[config.mk]
export PLATFORM = sky130hd
export DESIGN_NAME = decode_pipe_stage
export DESIGN_NICKNAME = d
export VERILOG_FILES = /design/src/rtl/arm_pkg.sv /design/src/rtl/decode_regfile.sv /design/src/rtl/decode_pipe_stage.sv
export SDC_FILE = /design/constraint.sdc
export NUM_CORES = 1
export LEC_CHECK = 0
export CAP_MARGIN = 30
export CORE_AREA = 2 2 263 265
export CTS_CLUSTER_SIZE = 10
export DETAILED_ROUTE_END_ITERATION = 8
export DIE_AREA = 0 0 265 267
export GPL_TIMING_DRIVEN = 0
export HOLD_SLACK_MARGIN = 0.06
export PLACE_DENSITY = 0.73
export SYNTH_ARGS = -nofsm -noshare
export SYNTH_HDL_FRONTEND = slang
export SYNTH_HIERARCHICAL = 1
export SYNTH_SLANG_ARGS = --single-unit
[constraint.sdc]
create_clock -name clk -period 7.75 [get_ports clk]
set_input_delay 1.55 -clock clk [delete_from_list [all_inputs] [get_ports clk]]
set_output_delay 1.55 -clock clk [all_outputs]
set_load 0.02 [all_outputs]
[src/rtl/arm_pkg.sv]
// Shared ARM-subset decode definitions: field encodings, condition codes,
// the control bundle and the condition/control decode helpers.
package arm_pkg;

  localparam logic [1:0] MODE_DP  = 2'b00;
  localparam logic [1:0] MODE_MEM = 2'b01;
  localparam logic [1:0] MODE_BR  = 2'b10;

  localparam logic [3:0] OP_ADD = 4'b0100;
  localparam logic [3:0] OP_TST = 4'b1000;
  localparam logic [3:0] OP_TEQ = 4'b1001;
  localparam logic [3:0] OP_CMP = 4'b1010;
  localparam logic [3:0] OP_CMN = 4'b1011;

  typedef enum logic [3:0] {
    COND_EQ = 4'h0, COND_NE = 4'h1, COND_CS = 4'h2, COND_CC = 4'h3,
    COND_MI = 4'h4, COND_PL = 4'h5, COND_VS = 4'h6, COND_VC = 4'h7,
    COND_HI = 4'h8, COND_LS = 4'h9, COND_GE = 4'hA, COND_LT = 4'hB,
    COND_GT = 4'hC, COND_LE = 4'hD, COND_AL = 4'hE, COND_NV = 4'hF
  } cond_e;

  typedef struct packed {
    logic       s;
    logic       b;
    logic       mem_read;
    logic       mem_write;
    logic       wb;
    logic [3:0] cmd;
  } ctrl_t;

  // sr is {N, Z, C, V}; the NV encoding never executes.
  function automatic logic cond_pass(input logic [3:0] sr, input logic [3:0] cond);
    logic n, z, c, v, ok;
    {n, z, c, v} = sr;
    case (cond_e'(cond))
      COND_EQ: ok = z;
      COND_NE: ok = !z;
      COND_CS: ok = c;
      COND_CC: ok = !c;
      COND_MI: ok = n;
      COND_PL: ok = !n;
      COND_VS: ok = v;
      COND_VC: ok = !v;
      COND_HI: ok = c && !z;
      COND_LS: ok = !c || z;
      COND_GE: ok = (n == v);
      COND_LT: ok = (n != v);
      COND_GT: ok = !z && (n == v);
      COND_LE: ok = z || (n != v);
      COND_AL: ok = 1'b1;
      default: ok = 1'b0;
    endcase
    return ok;
  endfunction

  // Memory ops use the adder for address generation; compares do not write back.
  function automatic ctrl_t decode_ctrl(input logic [1:0] mode, input logic [3:0] op,
                                        input logic sbit);
    ctrl_t c;
    c = '0;
    case (mode)
      MODE_DP: begin
        c.s   = sbit;
        c.cmd = op;
        c.wb  = !(op inside {OP_TST, OP_TEQ, OP_CMP, OP_CMN});
      end
      MODE_MEM: begin
        c.cmd       = OP_ADD;
        c.mem_read  = sbit;
        c.mem_write = !sbit;
        c.wb        = sbit;
      end
      MODE_BR: c.b = 1'b1;
      default: c = '0;
    endcase
    return c;
  endfunction

endpackage

[src/rtl/decode_regfile.sv]
// Architectural register file with two read ports and write-first bypass.
module decode_regfile #(
  parameter int unsigned XLEN = 32,
  parameter int unsigned NREG = 16,
  localparam int unsigned RA = ($clog2(NREG) < 4) ? 4 : $clog2(NREG)
) (
  input  logic            clk,
  input  logic            rst,
  input  logic            we,
  input  logic [RA-1:0]   waddr,
  input  logic [XLEN-1:0] wdata,
  input  logic [RA-1:0]   raddr1,
  input  logic [RA-1:0]   raddr2,
  output logic [XLEN-1:0] rdata1_c,
  output logic [XLEN-1:0] rdata2_c
);

  logic [XLEN-1:0] regs [NREG];

  always_ff @(posedge clk) begin
    if (rst) begin
      for (int i = 0; i < int'(NREG); i++) regs[i] <= '0;
    end else if (we) begin
      regs[waddr] <= wdata;
    end
  end

  assign rdata1_c = (we && (waddr == raddr1)) ? wdata : regs[raddr1];
  assign rdata2_c = (we && (waddr == raddr2)) ? wdata : regs[raddr2];

endmodule

[src/rtl/decode_pipe_stage.sv]
// ARM-subset decode stage with ID/EX register, handshakes, RAW hazard stall and flush.
// Define DECODE_FWD_EN to forward EX/MEM results instead of stalling (load-use still stalls).
module decode_pipe_stage
  import arm_pkg::*;
#(
  parameter int unsigned XLEN = 32,
  parameter int unsigned NREG = 16,
  localparam int unsigned RA = ($clog2(NREG) < 4) ? 4 : $clog2(NREG)
) (
  input  logic            clk,
  input  logic            rst,
  input  logic            in_valid,
  output logic            in_ready,
  input  logic [31:0]     instruction,
  input  logic [XLEN-1:0] pc_in,
  input  logic [3:0]      sr,
  input  logic            flush,
  input  logic            wb_en,
  input  logic [RA-1:0]   wb_dest,
  input  logic [XLEN-1:0] wb_result,
  input  logic            ex_wb_en,
  input  logic [RA-1:0]   ex_dest,
  input  logic            ex_mem_read,
  input  logic            mem_wb_en,
  input  logic [RA-1:0]   mem_dest,
`ifdef DECODE_FWD_EN
  input  logic [XLEN-1:0] ex_result,
  input  logic [XLEN-1:0] mem_result,
`endif
  output logic            out_valid,
  input  logic            out_ready,
  output logic            s,
  output logic            b,
  output logic            mem_read,
  output logic            mem_write,
  output logic            wb_out,
  output logic            imm,
  output logic            two_src,
  output logic [3:0]      cmd,
  output logic [RA-1:0]   src1,
  output logic [RA-1:0]   src2,
  output logic [RA-1:0]   dest,
  output logic [11:0]     shifter_operand,
  output logic [23:0]     signed_immediate,
  output logic [XLEN-1:0] pc,
  output logic [XLEN-1:0] val_rn,
  output logic [XLEN-1:0] val_rm
);

  logic [1:0]      mode_c;
  logic            store_c, two_src_c, cond_ok_c;
  logic [RA-1:0]   src1_c, src2_c, dest_c;
  ctrl_t           ctrl_c;
  logic            ex_src1_c, ex_src2_c, mem_src1_c, mem_src2_c, ex_hit_c;
  logic            hazard_c, adv_c, load_c;
  logic [XLEN-1:0] rf_rn_c, rf_rm_c, rn_c, rm_c;

  decode_regfile #(.XLEN(XLEN), .NREG(NREG)) u_regfile (
    .clk      (clk),
    .rst      (rst),
    .we       (wb_en),
    .waddr    (wb_dest),
    .wdata    (wb_result),
    .raddr1   (src1_c),
    .raddr2   (src2_c),
    .rdata1_c (rf_rn_c),
    .rdata2_c (rf_rm_c)
  );

  // Field extraction, condition gating and RAW hazard detection.
  always_comb begin
    mode_c     = instruction[27:26];
    store_c    = (mode_c == MODE_MEM) && !instruction[20];
    two_src_c  = (!instruction[25] && (mode_c == MODE_DP)) || store_c;
    src1_c     = RA'(instruction[19:16]);
    dest_c     = RA'(instruction[15:12]);
    src2_c     = store_c ? RA'(instruction[15:12]) : RA'(instruction[3:0]);
    cond_ok_c  = cond_pass(sr, instruction[31:28]);
    ctrl_c     = cond_ok_c ? decode_ctrl(mode_c, instruction[24:21], instruction[20]) : '0;
    ex_src1_c  = ex_wb_en && (ex_dest == src1_c);
    ex_src2_c  = ex_wb_en && two_src_c && (ex_dest == src2_c);
    mem_src1_c = mem_wb_en && (mem_dest == src1_c);
    mem_src2_c = mem_wb_en && two_src_c && (mem_dest == src2_c);
    ex_hit_c   = ex_src1_c || ex_src2_c;
`ifdef DECODE_FWD_EN
    hazard_c = in_valid && cond_ok_c && ex_mem_read && ex_hit_c;
    rn_c     = ex_src1_c ? ex_result : (mem_src1_c ? mem_result : rf_rn_c);
    rm_c     = ex_src2_c ? ex_result : (mem_src2_c ? mem_result : rf_rm_c);
`else
    hazard_c = in_valid && cond_ok_c && (ex_hit_c || mem_src1_c || mem_src2_c);
    rn_c     = rf_rn_c;
    rm_c     = rf_rm_c;
`endif
    adv_c  = out_ready || !out_valid;
    load_c = in_valid && adv_c && !hazard_c;
  end

`ifndef DECODE_FWD_EN
  logic unused_ex_mem_read;
  assign unused_ex_mem_read = ex_mem_read;
`endif

  assign in_ready = flush || (adv_c && !hazard_c);

  // ID/EX register: flush drops, hazard bubbles, back-pressure holds.
  always_ff @(posedge clk) begin
    if (rst) begin
      out_valid        <= 1'b0;
      s                <= 1'b0;
      b                <= 1'b0;
      mem_read         <= 1'b0;
      mem_write        <= 1'b0;
      wb_out           <= 1'b0;
      imm              <= 1'b0;
      two_src          <= 1'b0;
      cmd              <= '0;
      src1             <= '0;
      src2             <= '0;
      dest             <= '0;
      shifter_operand  <= '0;
      signed_immediate <= '0;
      pc               <= '0;
      val_rn           <= '0;
      val_rm           <= '0;
    end else if (flush) begin
      out_valid <= 1'b0;
    end else if (adv_c) begin
      out_valid <= load_c;
      if (load_c) begin
        s                <= ctrl_c.s;
        b                <= ctrl_c.b;
        mem_read         <= ctrl_c.mem_read;
        mem_write        <= ctrl_c.mem_write;
        wb_out           <= ctrl_c.wb;
        cmd              <= ctrl_c.cmd;
        imm              <= instruction[25];
        two_src          <= two_src_c;
        src1             <= src1_c;
        src2             <= src2_c;
        dest             <= dest_c;
        shifter_operand  <= instruction[11:0];
        signed_immediate <= instruction[23:0];
        pc               <= pc_in;
        val_rn           <= rn_c;
        val_rm           <= rm_c;
      end
    end
  end

endmodule

## Word level (Yosys, flattened, before mapping)

Memory sizes are Yosys's and may differ from the RTL's. A register that Yosys moved wholly into a read port is not among the register bits.
Index checks and enable logic that the tools add are counted.

- Bits of input ports: 121
- Memories: 1
- Memory bits (writable): 512
- Output and inout bits: 157
- Register bits: 92

Memories:

| memory | depth | width | read ports | clocked after memory_dff | wr ports | RTL line | text |
|---|---|---|---|---|---|---|---|
| u_regfile.regs | 16 | 32 | 2 | 2 | 16 | decode_regfile.sv:18 | `logic [XLEN-1:0] regs [NREG];` |

- Bitwise gates (word level): 1
- Multiplexer cells: 15
- Reduce and logical (&&, ||, !) cells: 38
- Eq/ne operators: 26

Operator list:

| operator | number |
|---|---|
| == test 4 bit (second input constant) | 11 |
| 2-to-1 mux 32 bit | 1 |
| OR reduction 32 bit | 1 |
| == test 4 x 3 -> 1 bit (second input constant) | 4 |
| == test 4 bit | 4 |
| logical AND 1 bit | 15 |
| case mux 1 bit (15 select lines) | 1 |
| case mux 5 bit (2 select lines) | 1 |
| logical NOT 1 bit | 9 |
| 2-to-1 mux 9 bit | 1 |
| == test 4 x 2 -> 1 bit (second input constant) | 2 |
| logical OR 1 bit | 8 |
| 2-to-1 mux 1 bit | 8 |
| 2-to-1 mux 4 bit | 2 |
| == test 4 x 1 -> 1 bit (second input constant) | 1 |
| logical NOT 4 bit | 1 |
| nonzero test 4 bit | 1 |
| AND reduction 3 bit | 1 |
| == test 2 x 1 -> 1 bit (second input constant) | 1 |
| == test 2 bit (second input constant) | 1 |
| logical NOT 2 bit | 1 |
| 2-to-1 mux 2 bit | 1 |
| OR reduction 2 bit | 1 |
| == test 1 bit | 1 |
| other kinds (2) | 2 |

## Logic depth before layout (Yosys ltp)

- Word-level depth: 12
- Depth in mapped cells: 13

## Cells and area by module

Netlist, hierarchy kept.

By module, submodules not included:

| module | instances | cells an instance | area an instance (sq um) |
|---|---|---|---|
| decode_regfile | 1 | 1766 | 27345.0 |
| decode_pipe_stage | 1 | 727 | 6434.9 |

## Worst setup path before layout

OpenSTA, ideal clock, no wires.

- Path type: input-to-output
- Start point: in instruction[28]
- End point: out in_ready
- Required time: 6.200 ns
- Arrival: 3.293 ns
- Setup slack: 2.907 ns
- Stages on the path: 10
- Cell sequence: buf_6 > xnor2_1 > mux4_2 > o21a_1 > o22ai_2 > a21boi_4 > buf_6 > buf_6 > nand2_1 > a21o_1

- Word-level cells in the longest chain between the ends: 7

RTL lines:

| element | RTL line | text |
|---|---|---|
| start: declaration | decode_pipe_stage.sv:14 | `input logic [31:0] instruction,` |
| == test 4 bit, or another cell as far along | arm_pkg.sv:35 | `case (cond_e'(cond))` |
| case mux 1 bit (15 select lines) (*) | arm_pkg.sv:35 |  |
| logical AND 1 bit (*) (2 in series) | decode_pipe_stage.sv:90 | `hazard_c = in_valid && cond_ok_c && (ex_hit_c \|\| mem_src1_c \|\| mem_src2_c);` |
| logical NOT 1 bit (*) | decode_pipe_stage.sv:103 | `assign in_ready = flush \|\| (adv_c && !hazard_c);` |
| logical AND 1 bit (*) | decode_pipe_stage.sv:103 |  |
| logical OR 1 bit (*) | decode_pipe_stage.sv:103 |  |
| end: declaration | decode_pipe_stage.sv:13 | `output logic in_ready,` |

Every way passes the cells marked *; elsewhere a longest branch is shown, timed or not.

## Worst setup path in the final report

- Start point: in instruction[19]
- End point: out in_ready

- Word-level cells in the longest chain between the ends: 9

RTL lines:

| element | RTL line | text |
|---|---|---|
| == test 4 bit | decode_pipe_stage.sv:80 | `ex_src1_c = ex_wb_en && (ex_dest == src1_c);` |
| logical AND 1 bit | decode_pipe_stage.sv:80 |  |
| logical OR 1 bit | decode_pipe_stage.sv:84 | `ex_hit_c = ex_src1_c \|\| ex_src2_c;` |
| logical OR 1 bit (*) (2 in series) | decode_pipe_stage.sv:90 |  |
| logical AND 1 bit (*) | decode_pipe_stage.sv:90 |  |
| logical NOT 1 bit (*) | decode_pipe_stage.sv:103 |  |
| logical AND 1 bit (*) | decode_pipe_stage.sv:103 |  |
| logical OR 1 bit (*) | decode_pipe_stage.sv:103 |  |

Marked as above.

==> metrics.md <==
| Metric | Value |
|---|---|
| Total Neg Setup Slack | `0 ns` |
| Min-Delay Path Depth | `2` |
| Worst VDD drop | `0.0001426 V` |
| Critical Path Start | `instruction[19]` |
| Worst R2R Start | `out_valid` |
| Origin of the worst min-delay path | `mem_write` |
| Part of the cycle the worst path needs | `81.26%` |
| Worst Setup Slack post-DPL | `1.495 ns` |
| Number of design rule violations left after detail routing | `0` |
| GRT Residual Overflow | `0` |
| Cell types with the largest area share after synthesis | `sky130_fd_sc_hd__edfxtp_1, sky130_fd_sc_hd__mux4_2, sky130_fd_sc_hd__and2_1, sky130_fd_sc_hd__dfxtp_1, sky130_fd_sc_hd__a22oi_1` |
| Iteration count of the initial detailed-routing pass | `9` |
| Total global-route track usage | `33.31%` |
| Async set-or-reset flop fraction in the synthesized netlist | `0%` |
| R2R cell count | `7` |
| Buffer cell driving the clock tree root | `sky130_fd_sc_hd__clkbuf_16` |
| Vertical extent of the die | `267 um` |
| Number of flip-flops and latches in the synthesized netlist | `648` |
| Total I/O pin count | `278` |
| Clock tree from TritonCTS | `built` |
| Number of max-slew violations in the final report | `0` |
| Relative area change from synthesis to final layout | `18.98%` |
| Summed instance area of the synthesized netlist | `33780 um2` |
| Startpoint-to-endpoint class of the critical path | `in -> out` |
| Number of different library cells in the post-synthesis netlist | `58` |
| Hold path endpoint | `mem_write` |
| Pwr dens | `216.5 nW/um2` |
| Predominant post-synthesis flop cell | `sky130_fd_sc_hd__edfxtp_1` |
| Count of input and output buffers | `272` |
| Area of the die | `70760 um2` |
| Number of global-route vias before repair | `25344` |
| Placement row count | `96` |
| Clock buffer depth | `3` |
| Die width | `265 um` |
| Number of hold violations in the final report | `0` |
| Per-instance average area after synthesis | `13.55 um2` |
| Detailed-route vias per instance | `6.576` |
| Placed inst area | `37980 um2` |
| Clock Skew | `0.02647 ns` |
| # setup viols final | `0` |
| Result of the run | `completed` |
| Worst Setup Start Kind | `input pin` |
| Top cell type's share of synthesized area | `45.51%` |
| Crit path max fanout | `10` |
| Clock latency of the later-clocked register in the worst-skew pair | `0.64 ns` |
| Yosys warnings | `6` |
| Post-synth EDFFs | `512` |
| Capturing point of the worst reg2reg path | `val_rm[17]` |
| Largest net degree at the start of global routing | `25` |
| Clock buffer count from CTS | `76` |
| Fraction of layout cells with a size suffix above 1 | `20.62%` |
| Net count reported at finish | `2985` |
| Min-delay worst type | `reg -> reg` |
| Post-detailed-route wirelength per cell | `31.34 um` |
| Net count of the mapped netlist | `2614` |
| Post-route design area | `40190 um2` |
| Dpl hpwl | `84550 um` |
| Wire length of the first global-routing pass | `168400 um` |
| Crit path DAT | `4.75 ns` |
| Cell type with the highest aggregate area in the netlist | `sky130_fd_sc_hd__edfxtp_1` |
| Number of buffers added for setup after CTS | `0` |
| Synth Instances | `2493` |
| Core outline area | `67990 um2` |
| Final setup margin | `1.452 ns` |
| Final period demand of the worst path | `6.298 ns` |
| Clock sinks | `648` |
| Post-CTS sizing | `0` |
| Initial antenna violation count | `4` |
| Data required, critical path | `6.20 ns` |
| Max-capacitance violation count | `0` |
| Clock slew at the register clock pins of the worst setup and hold paths | `0.05 ns` |
| Post-CTS Hold Buffers | `0` |
| Max Clock Freq | `158.8 MHz` |
| Final weighted congestion in routability-driven placement | `0.9422` |
| Slew at the pin closest to its max-slew limit | `1.111 ns` |
| Starting density of the core | `49.69%` |
| Final wirelength | `118600 um` |
| Worst rel slew slack | `25.65%` |
| Depth of the CTS H-tree | `3` |
| Vias after detailed routing | `24895` |
| Final cell utilization of the core | `59.12%` |
| Drt initial violations | `3573` |
| Post-route ant nets | `0` |
| Seq/Total Area, Yosys | `53.57%` |
| FF-to-FF setup slack | `4.80 ns` |
| Static leakage power | `13.64 nW` |
| RSZ-0062 raised after global routing | `no` |
| Endpoint kind of the worst setup timing path | `output port` |
-- layout by cell type (no fill, tap or decap), types with 3 or more instances in the layout --
cell type                           n
sky130_fd_sc_hd__nand3_2           29
sky130_fd_sc_hd__mux4_2           259
sky130_fd_sc_hd__buf_8              5
sky130_fd_sc_hd__nand3_1           95
sky130_fd_sc_hd__nor3_1            12
sky130_fd_sc_hd__clkbuf_16         79
sky130_fd_sc_hd__nor2_1            16
sky130_fd_sc_hd__o21ai_1          115
sky130_fd_sc_hd__nor2b_1            8
sky130_fd_sc_hd__a21oi_2           16
sky130_fd_sc_hd__nand2_1           79
sky130_fd_sc_hd__diode_2            4
sky130_fd_sc_hd__buf_4             22
sky130_fd_sc_hd__edfxtp_1         512
sky130_fd_sc_hd__nand2b_1          18
sky130_fd_sc_hd__nor3_2             4
sky130_fd_sc_hd__buf_1             17
sky130_fd_sc_hd__buf_2             47
sky130_fd_sc_hd__mux2i_1           10
sky130_fd_sc_hd__clkbuf_1         187
sky130_fd_sc_hd__dfxtp_1          136
sky130_fd_sc_hd__and2_1           512
sky130_fd_sc_hd__clkdlybuf4s50_1  272
sky130_fd_sc_hd__o21ai_0           11
sky130_fd_sc_hd__clkinv_1           3
sky130_fd_sc_hd__a22oi_1          125
sky130_fd_sc_hd__or2_2             17
sky130_fd_sc_hd__a21oi_1          111
sky130_fd_sc_hd__xor2_1            24
sky130_fd_sc_hd__mux2_2            67
sky130_fd_sc_hd__buf_12            26
sky130_fd_sc_hd__xnor2_1            8
sky130_fd_sc_hd__buf_6             10
-- worst max-delay path, cell delays in order --
cell and delay [ns]:
sky130_fd_sc_hd__clkdlybuf4s50_1 0.87, sky130_fd_sc_hd__xor2_1 0.35, sky130_fd_sc_hd__nor4_1 0.41, sky130_fd_sc_hd__a31oi_1 0.17, sky130_fd_sc_hd__a21boi_4 0.22, sky130_fd_sc_hd__buf_6 0.20
sky130_fd_sc_hd__buf_6 0.16, sky130_fd_sc_hd__nand2_1 0.07, sky130_fd_sc_hd__a21o_1 0.18, sky130_fd_sc_hd__clkdlybuf4s50_1 0.54
-- cell families (layout without fill, tap and decap cells) --
logic type             count (synthesis)  in the layout  share of synthesized area (%)
AO/OA/AOI/OAI                        394            394                          7.134
multiplexers                         336            336                          19.80
XOR/XNOR                              32             32                         0.8297
flip-flops                           648            648                          53.57
AND/OR/NAND/NOR                      812            812                          14.50
buffers and inverters                271            678                          4.167
other                                  0              4                              0
-- cells in the mapped netlist (all sizes together) (2+ instances only) --
cell type and instances:
a211oi 2, a21oi 127, a22oi 125, and2 514, and3b 2, buf 107, clkbuf 162, dfxtp 136
edfxtp 512, inv 2, mux2 67, mux2i 10, mux4 259, nand2 79, nand2b 18, nand3 124
nand3b 2, nand4 2, nor2 17, nor2b 8, nor3 16, nor3b 3, nor4 4, o21a 2
o21ai 127, o221ai 2, or2 17, or4b 2, xnor2 8, xor2 24
-- metrics by stage --
step,hold WS [ns],std cells,total power (W)
after global routing,0.4895,3782,0.008901
after detailed placement,0.4634,3666,0.005461
final,0.4718,3786,0.008699
after CTS,0.4728,3780,0.008675
after global placement,0.4585,3647,0.005390
after floorplan,0.5377,2493,0.004864
-- registers in the layout, indices dropped and copies added (netlist names), 4 cells and up --
signal / flops
shifter_operand: 11
val_rn: 32
u_regfile/regs: 512
val_rm: 32
signed_immediate: 7
pc: 32
cmd: 4
src2: 4
-- power breakdown --
group	switching, W	internal (W)
Clock	0.00139	0.00187
Sequential	0.000113	0.00395
Combinational	0.000782	0.000597
-- routing by layer --
layer | track usage (%) | routed length [um] | share of wire [%] | vias to the layer above
li1 | - | - | - | 10167
met1 | 39.52 | 40200 | 34 | 12481
met2 | 54.32 | 55690 | 47 | 1895
met3 | 11.03 | 16200 | 14 | 348
met4 | 17.24 | 6520 | 5.5 | 4
met5 | 0 | 40 | 0.034 | -
-- final cells by class --
cell class / instances / area, um2
sequential: 648 / 18100
tap: 882 / 1104
inverter: 2 / 7.507
clock inverter: 8 / 68.82
buffer: 269 / 1400
multi-input combinational: 1574 / 14270
fill: 5265 / 27790
antenna: 4 / 10.01
timing repair buffer: 293 / 3131
clock buffer: 106 / 2098
-- worst max-delay path by stage --
stage                to  slack (ns)
2_1_floorplan  in_ready        2.91
3_3_place_gp   in_ready        1.48
3_5_place_dp   in_ready        1.50
4_1_cts        in_ready        1.48
5_1_grt        in_ready        1.42
6_report       in_ready        1.45
Power figures use the tool's default switching activity.
